==> src/rtl/rv_fetch_pkg.sv <==
// Shared fetch-path constants and the buffered fetch entry.
// Imported by the fetch controller and its instruction buffer.
package rv_fetch_pkg;

  localparam int          ADDR_W          = 11;
  localparam int          INSTR_W         = 32;
  localparam int unsigned RESET_PC        = 0;
  localparam int          PC_STEP         = 4;
  localparam int          FETCH_BUF_DEPTH = 2;
  localparam int          OCC_W           = $clog2(FETCH_BUF_DEPTH + 1);

  typedef struct packed {
    logic [INSTR_W-1:0] instr;
    logic [ADDR_W-1:0]  pc;
  } fetch_entry_t;

endpackage

==> src/rtl/ifetch_buf.sv <==
// Two-entry fetch buffer: head at slot 0, flush beats push/pop.
// Push and pop in one cycle keep occupancy and order.
module ifetch_buf
  import rv_fetch_pkg::*;
#(
  parameter int ADDR_W  = rv_fetch_pkg::ADDR_W,
  parameter int INSTR_W = rv_fetch_pkg::INSTR_W
) (
  input  logic               clk,
  input  logic               rst,
  input  logic               flush,
  input  logic               push,
  input  logic [INSTR_W-1:0] push_instr,
  input  logic [ADDR_W-1:0]  push_pc,
  input  logic               pop,
  output logic               head_valid,
  output logic [INSTR_W-1:0] head_instr,
  output logic [ADDR_W-1:0]  head_pc,
  output logic [OCC_W-1:0]   occ
);

  logic [INSTR_W-1:0] instr_q [FETCH_BUF_DEPTH];
  logic [ADDR_W-1:0]  pc_q    [FETCH_BUF_DEPTH];
  logic [OCC_W-1:0]   occ_q;
  logic               pop_ok;
  logic               full;

  assign head_valid = occ_q != '0;
  assign full       = occ_q == OCC_W'(FETCH_BUF_DEPTH);
  assign pop_ok     = pop & head_valid;
  assign head_instr = instr_q[0];
  assign head_pc    = pc_q[0];
  assign occ        = occ_q;

  always_ff @(posedge clk) begin
    if (rst || flush) begin
      occ_q <= '0;
      for (int i = 0; i < FETCH_BUF_DEPTH; i++) begin
        instr_q[i] <= '0;
        pc_q[i]    <= '0;
      end
    end else begin
      case ({push, pop_ok})
        2'b10: begin
          if (!full) begin
            instr_q[occ_q[0]] <= push_instr;
            pc_q[occ_q[0]]    <= push_pc;
            occ_q             <= occ_q + OCC_W'(1);
          end
        end
        2'b01: begin
          instr_q[0] <= instr_q[1];
          pc_q[0]    <= pc_q[1];
          occ_q      <= occ_q - OCC_W'(1);
        end
        2'b11: begin
          // new word lands behind whatever survives the pop
          if (full) begin
            instr_q[0] <= instr_q[1];
            pc_q[0]    <= pc_q[1];
            instr_q[1] <= push_instr;
            pc_q[1]    <= push_pc;
          end else begin
            instr_q[0] <= push_instr;
            pc_q[0]    <= push_pc;
          end
        end
        default: ;
      endcase
    end
  end

endmodule

==> src/rtl/ifetch_ctrl.sv <==
// Fetch controller: owns the PC, issues one imem read per cycle
// under a buffer credit check and handles redirect flushes.
module ifetch_ctrl
  import rv_fetch_pkg::*;
#(
  parameter int          ADDR_W   = rv_fetch_pkg::ADDR_W,
  parameter int          INSTR_W  = rv_fetch_pkg::INSTR_W,
  parameter int unsigned RESET_PC = rv_fetch_pkg::RESET_PC
) (
  input  logic               clk,
  input  logic               rst,
  input  logic               fetch_en,
  input  logic               redirect_valid,
  input  logic [ADDR_W-1:0]  redirect_pc,
  output logic               imem_rd_en,
  output logic [ADDR_W-1:0]  imem_rd_addr,
  input  logic [INSTR_W-1:0] imem_rd_instr,
  output logic               out_valid,
  input  logic               out_ready,
  output logic [INSTR_W-1:0] out_instr,
  output logic [ADDR_W-1:0]  out_pc
);

  localparam logic [ADDR_W-1:0] STEP  = ADDR_W'(PC_STEP);
  localparam int                CRD_W = OCC_W + 1;

  logic [ADDR_W-1:0] pc_q;
  logic [ADDR_W-1:0] inflight_pc_q;
  logic [ADDR_W-1:0] redirect_base;
  logic              inflight_q;
  logic              kill_q;
  logic              pop;
  logic              push;
  logic              credit_ok;
  logic [OCC_W-1:0]  occ;
  logic [CRD_W-1:0]  in_use;
  logic              unused_rpc_lsb;

  assign unused_rpc_lsb = ^redirect_pc[1:0];
  assign redirect_base  = {redirect_pc[ADDR_W-1:2], 2'b00};

  assign pop  = out_valid & out_ready & ~redirect_valid;
  assign push = inflight_q & ~kill_q & ~redirect_valid;

  // slots promised after this edge; pop never fires with occ=0
  assign in_use    = CRD_W'(occ) + CRD_W'(inflight_q) - CRD_W'(pop);
  assign credit_ok = in_use < CRD_W'(FETCH_BUF_DEPTH);

  always_comb begin
    imem_rd_en   = 1'b0;
    imem_rd_addr = '0;
    if (!rst) begin
      imem_rd_en   = fetch_en & (redirect_valid | credit_ok);
      imem_rd_addr = redirect_valid ? redirect_base : pc_q;
    end
  end

  always_ff @(posedge clk) begin
    if (rst) begin
      pc_q          <= ADDR_W'(RESET_PC);
      inflight_q    <= 1'b0;
      inflight_pc_q <= '0;
      kill_q        <= 1'b0;
    end else begin
      inflight_q <= imem_rd_en;
      // a redirect reissues at its own target, so the next
      // response is never stale; same-cycle drops use push
      kill_q     <= 1'b0;
      if (imem_rd_en) begin
        inflight_pc_q <= imem_rd_addr;
      end
      if (redirect_valid) begin
        pc_q <= fetch_en ? redirect_base + STEP : redirect_base;
      end else if (imem_rd_en) begin
        pc_q <= pc_q + STEP;
      end
    end
  end

  ifetch_buf #(
    .ADDR_W  (ADDR_W),
    .INSTR_W (INSTR_W)
  ) u_buf (
    .clk        (clk),
    .rst        (rst),
    .flush      (redirect_valid),
    .push       (push),
    .push_instr (imem_rd_instr),
    .push_pc    (inflight_pc_q),
    .pop        (pop),
    .head_valid (out_valid),
    .head_instr (out_instr),
    .head_pc    (out_pc),
    .occ        (occ)
  );

endmodule

==> config.mk <==
export PLATFORM = sky130hd
export DESIGN_NAME = ifetch_ctrl
export DESIGN_NICKNAME = d
export VERILOG_FILES = /design/src/rtl/rv_fetch_pkg.sv /design/src/rtl/ifetch_buf.sv /design/src/rtl/ifetch_ctrl.sv
export SDC_FILE = /design/constraint.sdc
export NUM_CORES = 1
export LEC_CHECK = 0
export CORE_ASPECT_RATIO = 1.5
export CORE_MARGIN = 3
export CORE_UTILIZATION = 62
export CTS_CLUSTER_DIAMETER = 60
export DETAILED_ROUTE_END_ITERATION = 10
export DONT_BUFFER_PORTS = 1
export MAX_ROUTING_LAYER = met4
export PLACE_DENSITY = 0.78
export SYNTH_ARGS = -nofsm -noshare
export SYNTH_HDL_FRONTEND = slang
export SYNTH_SLANG_ARGS = --single-unit
==> constraint.sdc <==
create_clock -name clk -period 8.3 [get_ports clk]
set_input_delay 2.49 -clock clk [delete_from_list [all_inputs] [get_ports clk]]
set_output_delay 2.49 -clock clk [all_outputs]
set_load 0.01 [all_outputs]
Yosys cells after proc, flatten, opt, wreduce, memory -nomap -nowiden
Memories as Yosys holds them, arrays and structs flattened.
Cells that the tools add are included.
{"block": "word_totals", "output_inout_bits": 56, "ram_bits": 86, "regBits": 25, "input_bits": 48, "memories": 2, "elab_cells": 78}
{"block": "classes", "n_mux": 38, "n_eq_ne": 5, "n_bitwise": 15, "order_cmp": 1, "n_addsub": 6, "n_reduce_logical": 7}
{"memory": "u_buf.instr_q", "words": 2, "word_bits": 32, "rd": 2, "rd_clocked_by_memory_dff": 0, "write_ports": 2, "line": "ifetch_buf.sv:22", "rtl": "logic [INSTR_W-1:0] instr_q [FETCH_BUF_DEPTH];"}
{"memory": "u_buf.pc_q", "words": 2, "word_bits": 11, "rd": 2, "rd_clocked_by_memory_dff": 0, "write_ports": 2, "line": "ifetch_buf.sv:23", "rtl": "logic [ADDR_W-1:0] pc_q [FETCH_BUF_DEPTH];"}
{"cell": "32-bit two-way mux", "count": 5}
{"cell": "11-bit two-way mux", "count": 10}
{"cell": "32-bit OR reduction", "count": 1}
{"cell": "11-bit by 3-bit adder with 11-bit output, second input constant", "count": 2}
{"cell": "1-bit two-way mux", "count": 21}
{"cell": "11-bit OR reduction", "count": 1}
{"cell": "1-bit bitwise OR", "count": 9}
{"cell": "2-bit == test, second input constant", "count": 3}
{"cell": "2-bit nonzero test", "count": 3}
{"cell": "1-bit bitwise AND", "count": 5}
{"cell": "2-bit one-hot mux with 2 select lines", "count": 1}
{"cell": "2-bit by 1-bit adder with 3-bit output", "count": 1}
{"cell": "3-bit by 2-bit less-than comparator with 1-bit output, second input constant", "count": 1}
{"cell": "3-bit by 1-bit subtractor with 3-bit output", "count": 1}
{"cell": "2-bit by 1-bit adder with 2-bit output, second input constant", "count": 1}
{"cell": "2-bit by 1-bit == test with 1-bit output, second input constant", "count": 1}
{"cell": "2-bit two-way mux", "count": 1}
{"cell": "2-bit inequality test, second input constant", "count": 1}
{"cell": "2-bit AND reduction", "count": 1}
{"cell": "2-bit by 1-bit subtractor with 2-bit output, second input constant", "count": 1}
{"cell": "1-bit logical OR", "count": 1}
{"cell": "1-bit NOT", "count": 1}

Longest topological paths before layout
{"block": "depth", "ltp_word": 12, "ltp_mapped": 13, "mapped_depth_nobuf": 9}

Cells and area by module
Synthesis repeated with hierarchy kept, for this count alone.
{"block": "hier_totals", "hier_cells": 381, "area_unflattened_um2": 4830.9}
{"mod": "ifetch_buf", "instances": 1, "seq_area_each_um2": 2622.5, "area_each_um2": 3577.2, "cells_each": 217}
{"mod": "ifetch_ctrl", "instances": 1, "seq_area_each_um2": 400.4, "area_each_um2": 1253.7, "cells_each": 164}

Least setup slack after synthesis
OpenSTA, ideal clock, no wires.
{"block": "synth_timing", "path_kind": "in2out", "startpoint": "in redirect_valid", "endpoint": "out imem_rd_en", "path_buffers": 5, "required_time_ps": 5810, "arrival_ps": 4941, "path_slack_ps": 869, "stages": 12, "path_cell_list": "buf_2 -> buf_2 -> clkbuf_1 -> nor2_1 -> ha_1 -> nand2b_1 -> fa_1 -> xor2_1 -> o21a_1 -> buf_2 -> buf_2 -> nor2_1"}
{"block": "synth_between", "elab_chain_cells": 7}
{"item": "start, declared", "line": "ifetch_ctrl.sv:13", "rtl": "input logic redirect_valid,"}
{"item": "1-bit NOT", "line": "ifetch_ctrl.sv:42", "rtl": "assign pop = out_valid & out_ready & ~redirect_valid;"}
{"item": "1-bit bitwise AND", "line": "ifetch_ctrl.sv:42"}
{"item": "3-bit by 1-bit subtractor with 3-bit output", "line": "ifetch_ctrl.sv:46", "rtl": "assign in_use = CRD_W'(occ) + CRD_W'(inflight_q) - CRD_W'(pop);"}
{"item": "3-bit by 2-bit less-than comparator with 1-bit output", "line": "ifetch_ctrl.sv:47", "rtl": "assign credit_ok = in_use < CRD_W'(FETCH_BUF_DEPTH);"}
{"item": "1-bit bitwise OR *", "line": "ifetch_ctrl.sv:53", "rtl": "imem_rd_en = fetch_en & (redirect_valid | credit_ok);"}
{"item": "1-bit bitwise AND *", "line": "ifetch_ctrl.sv:53"}
{"item": "1-bit two-way mux *", "line": "ifetch_ctrl.sv:52", "rtl": "if (!rst) begin"}
{"item": "end, declared", "line": "ifetch_ctrl.sv:15", "rtl": "output logic imem_rd_en,"}
Mark *: on every way between the ends. The rest lies on a longest branch, timed or not.

Final worst setup path
{"block": "layout_timing", "startpoint": "in out_ready", "endpoint": "out imem_rd_en"}
{"block": "layout_between", "elab_chain_cells": 7}
{"item": "start, declared", "line": "ifetch_ctrl.sv:19", "rtl": "input logic out_ready,"}
{"item": "1-bit bitwise AND (2 in series)", "line": "ifetch_ctrl.sv:42"}
{"item": "3-bit by 1-bit subtractor with 3-bit output", "line": "ifetch_ctrl.sv:46"}
{"item": "3-bit by 2-bit less-than comparator with 1-bit output", "line": "ifetch_ctrl.sv:47"}
{"item": "1-bit bitwise OR", "line": "ifetch_ctrl.sv:53"}
{"item": "1-bit bitwise AND", "line": "ifetch_ctrl.sv:53"}
{"item": "1-bit two-way mux", "line": "ifetch_ctrl.sv:52"}
No other way between the ends.

==> impl_results.html <==
<table>
<tr><th>Metric</th><th>Value</th></tr>
<tr><th colspan="2">Outcome</th></tr>
<tr><td>Status</td><td>finished, final reports clean</td></tr>
<tr><th colspan="2">Clock tree</th></tr>
<tr><td>Number of resized instances in the post-cts repair step</td><td>0</td></tr>
<tr><td>H-tree levels</td><td>3</td></tr>
<tr><td>Root cell of the clock tree</td><td>clkbuf_8</td></tr>
<tr><td>Max Buffers Root-to-Sink</td><td>2</td></tr>
<tr><td>TritonCTS sink count</td><td>between 100 and 150</td></tr>
<tr><td>Clock Latency Late Sink</td><td>0.35 ns</td></tr>
<tr><td>Post-CTS clock slew at the launch and capture registers of the worst setup and hold paths</td><td>roughly 0.080 ns</td></tr>
<tr><td>Total setup buffers inserted after CTS</td><td>0</td></tr>
<tr><td>TritonCTS clock tree</td><td>yes</td></tr>
<tr><td>Hold-fix buffer count after cts</td><td>0</td></tr>
<tr><td>Total clock buffers created by CTS</td><td>9</td></tr>
<tr><th colspan="2">Route</th></tr>
<tr><td>Vias after detailed routing</td><td>~2,900</td></tr>
<tr><td>Initial drt markers</td><td>around 150</td></tr>
<tr><td>Routed wire length per instance</td><td>17.9 um</td></tr>
<tr><td>DRC</td><td>0</td></tr>
<tr><td>Routed Wire Length</td><td>between 8 and 9 mm</td></tr>
<tr><td>Average vias per placed instance</td><td>6.14</td></tr>
<tr><td>DRT antenna net count</td><td>0</td></tr>
<tr><td>Length of the first detailed-routing pass in iterations</td><td>4</td></tr>
<tr><th colspan="2">Placed design</th></tr>
<tr><td>PortBufs</td><td>0</td></tr>
<tr><td>HPWL Detailed</td><td>about 5.8 mm</td></tr>
<tr><td>Final RePlAce weighted congestion</td><td>approximately 0.9</td></tr>
<tr><td>Cell total after placement</td><td>450</td></tr>
<tr><th colspan="2">Timing</th></tr>
<tr><td>Setup TNS</td><td>0 ns</td></tr>
<tr><td>Peak Freq</td><td>between 0.1 and 0.15 GHz</td></tr>
<tr><td>Final period util</td><td>80.6%</td></tr>
<tr><td>Final setup violation count</td><td>0</td></tr>
<tr><td>Max-Slew Margin vs Limit</td><td>between 30% and 40%</td></tr>
<tr><td>Fin Clk Skew</td><td>approximately 0.014 ns</td></tr>
<tr><td>Hold Fails Final Rpt</td><td>0</td></tr>
<tr><td>Count of pins over their slew limit</td><td>0</td></tr>
<tr><td>Unrepaired setup endpoints after global routing</td><td>no</td></tr>
<tr><td>Worst Tran Pin Value</td><td>between 1 and 1.5 ns</td></tr>
<tr><td>Min Tclk post-route</td><td>approximately 6.7 ns</td></tr>
<tr><th colspan="2">Synthesis</th></tr>
<tr><td>Avg Inst Size Synth</td><td>between 10 and 15 um2</td></tr>
<tr><td>Number of storage elements in the synthesis netlist</td><td>approximately 110</td></tr>
<tr><td>Sequential element share of the synthesized area</td><td>between 60% and 70%</td></tr>
<tr><td>Asr flop ratio synth</td><td>0%</td></tr>
<tr><td>Synth Cell Area</td><td>between 0.004 and 0.005 mm2</td></tr>
<tr><td>Top flip-flop cell by instance count after synthesis</td><td>edfxtp_1</td></tr>
<tr><td>Count of flip-flops with a built-in enable after synthesis</td><td>between 80 and 90</td></tr>
<tr><td>Instance count of the mapped netlist</td><td>about 380</td></tr>
<tr><td>Number of distinct library cell variants in the gate-level netlist after synthesis</td><td>45</td></tr>
<tr><td>Synth warnings</td><td>0</td></tr>
<tr><th colspan="2">Critical path</th></tr>
<tr><td>Maximum single-stage delay on the critical path</td><td>0.38 ns</td></tr>
<tr><td>Setup Crit Path Kind</td><td>input pin to output pin</td></tr>
<tr><td>Most repeated library cell on the critical path</td><td>nor2_1</td></tr>
<tr><td>Critical path launch point type</td><td>input pin</td></tr>
<tr><td>Cell-by-cell trace of the critical path</td><td>o21ai_1 -&gt; nor2_1 -&gt; ha_1 -&gt; nand2b_1 -&gt; fa_1 -&gt; xor2_1 -&gt; o21a_1 -&gt; nor2_1</td></tr>
<tr><td>Max Fanout on Critical Path</td><td>7</td></tr>
<tr><td>CP Launch Point</td><td>out_ready</td></tr>
<tr><td>Endpoint arrival time on the critical path</td><td>4.20 ns</td></tr>
<tr><td>Reg-to-reg slack, setup</td><td>around 5.0 ns</td></tr>
<tr><td>Slowest stage cell on the critical path</td><td>fa_1</td></tr>
<tr><td>Gate family responsible for the most delay along the worst path</td><td>adder cells</td></tr>
<tr><td>Worst Setup End Kind</td><td>output pin</td></tr>
<tr><td>Worst path required time</td><td>roughly 5.8 ns</td></tr>
<tr><td>Buf+Inv Stages, Crit Path</td><td>0</td></tr>
<tr><td>Worst R2R Start</td><td>u_buf.occ[1]</td></tr>
<tr><th colspan="2">Global route</th></tr>
<tr><td>Antenna violations before repair</td><td>0</td></tr>
<tr><td>Pin count of the biggest net entering global routing</td><td>43</td></tr>
<tr><td>GRT Util Overall</td><td>about 21%</td></tr>
<tr><td>First-pass GRT wire length</td><td>between 10 and 15 mm</td></tr>
<tr><td>Overflow after GRT</td><td>0</td></tr>
<tr><td>Vias in the first global route</td><td>~2,800</td></tr>
<tr><th colspan="2">Cells and area</th></tr>
<tr><td>Layout-stage area growth over the synthesis result</td><td>3.83%</td></tr>
<tr><td>NumNets Final</td><td>around 410</td></tr>
<tr><td>Number of filler cells placed in the layout</td><td>~550</td></tr>
<tr><td>Most common cell after layout, fill and taps aside</td><td>edfxtp_1</td></tr>
<tr><td>Top library cells by usage in the layout, fill and taps aside</td><td>84 x edfxtp_1, 42 x and2_1, 42 x a22o_1</td></tr>
<tr><td>Inserted Diodes</td><td>0</td></tr>
<tr><td>Area used by sequential logic in the layout</td><td>between 0.002 and 0.003 mm2</td></tr>
<tr><td>Layout cell share with drive strength beyond 1</td><td>5.19%</td></tr>
<tr><td>Multi-input combinational cell area</td><td>~0.0016 mm2</td></tr>
<tr><td>Fin cells</td><td>466</td></tr>
<tr><th colspan="2">Floorplan</th></tr>
<tr><td>Core area</td><td>around 0.0073 mm2</td></tr>
<tr><td>Effective utilization at floorplan</td><td>64.3%</td></tr>
<tr><td>Vert. Die Dim</td><td>~110 um</td></tr>
<tr><td>DIE WIDTH</td><td>roughly 77 um</td></tr>
<tr><td>Standard-cell row count</td><td>38</td></tr>
<tr><td>Area of the die</td><td>roughly 0.0086 mm2</td></tr>
<tr><td>IO Count</td><td>around 100</td></tr>
<tr><th colspan="2">Min path</th></tr>
<tr><td>Class of the tightest hold or removal check</td><td>flop to flop</td></tr>
<tr><td>Critical hold path startpoint</td><td>inflight_pc_q[8]</td></tr>
<tr><th colspan="2">Run</th></tr>
<tr><td>Max-cap check violation count</td><td>0</td></tr>
<tr><th colspan="2">Power and ir drop</th></tr>
<tr><td>Cell area power density</td><td>about 190 mW/mm2</td></tr>
<tr><td>Leakage power</td><td>about 1.8 nW</td></tr>
<tr><td>VDD IR-drop max</td><td>around 91 uV</td></tr>
</table>
==> cell families (layout without fill, tap and decap cells) <==
| logic type | Yosys count | after routing | share of synthesized area [%] |
|---|---|---|---|
| compound gates | 90 | 90 | 15.0 |
| xor+xnor | 7 | 7 | 1.31 |
| fa+ha+maj | 4 | 4 | 1.23 |
| buf+inv | 35 | 25 | 3.53 |
| flops | 106 | 106 | 63.3 |
| mux | 8 | 8 | 1.74 |
| other cells | 1 | 2 | 0.0802 |
| simple gates | 124 | 124 | 13.8 |
==> flip-flops by register name (all words and copies together), names as in the netlist <==
name / flops
inflight_pc_q: 10
inflight_q: 1
u_buf.instr_q: 64
pc_q: 9
u_buf.pc_q: 20
u_buf.occ: 2
==> through the flow <==
step	cell area (um2)	hold slack, ns	power (mW)	setup WS [ns]	utilization [%]
after floorplan	4680	0.444	0.684	0.869	-
after global placement	4700	0.454	0.691	1.59	64.7
after detailed placement	4700	0.457	0.694	1.58	64.7
after CTS	4860	0.469	0.951	1.57	66.8
after global routing	4860	0.491	0.983	1.46	66.8
final	4860	0.465	0.943	1.61	66.8
==> power by group <==
group / switching, mW / internal (mW) / total (mW)
registers: 0.0226 / 0.604 / 0.626
logic: 0.0351 / 0.0192 / 0.0543
clock network: 0.152 / 0.111 / 0.263
==> routing by layer <==
| metal | wire length (um) | GRT usage (%) |
|---|---|---|
| met1 | 3130 | 21.3 |
| met2 | 4450 | 37.6 |
| met3 | 684 | 6.26 |
| met4 | 97 | 6.65 |
| met5 | 0 | - |
==> Yosys cell counts, drive strengths merged (2+ instances only) <==
cell type  instances  share of area [%]
o21a               2               0.32
mux2i              7                1.5
inv                6               0.48
nand2b             4               0.53
o21ai              8               0.86
a22o              42                7.9
nor2b              4               0.53
nor4               3               0.40
nor3               5               0.53
o311ai             2               0.37
ha                 3               0.80
edfxtp            84                 54
xnor2              2               0.37
nor2              17                1.4
and2              42                5.6
a21oi             17                1.8
o31a               6                1.1
a31oi              3               0.40
and3               2               0.27
dfxtp             22                9.4
buf               16                2.0
nand3              4               0.43
o31ai              2               0.32
clkbuf            13                1.0
xor2               5               0.94
nand4              6               0.80
nand2             33                2.6
==> worst register-to-register path, stage by stage (launching register included) <==
cell      delay, ns
dfxtp_1        0.42
o21ai_1        0.38
nor2_1         0.08
ha_1           0.27
nand2b_1       0.15
fa_1           0.38
xor2_1         0.16
o21ai_1        0.83
a21oi_1        0.16
o311a_1        0.36
==> cell type report <==
cell class                      count  share of cell area [%]
Tap cell                          100                    2.58
Sequential cell                   106                    61.0
Clock buffer                       15                    3.01
Inverter                            6                   0.464
Clock inverter                      1                   0.129
Timing Repair Buffer                3                   0.464
Multi-Input combinational cell    235                    32.3
==> worst paths after layout <==
path                                    endpoint  cells after the start
worst max-delay path                  imem_rd_en                      8
worst min register to register  inflight_pc_q[8]                      2
worst min-delay path            inflight_pc_q[8]                      2
worst max register to register           pc_q[4]                      9
Note: power is estimated with default switching activity, not from simulation.
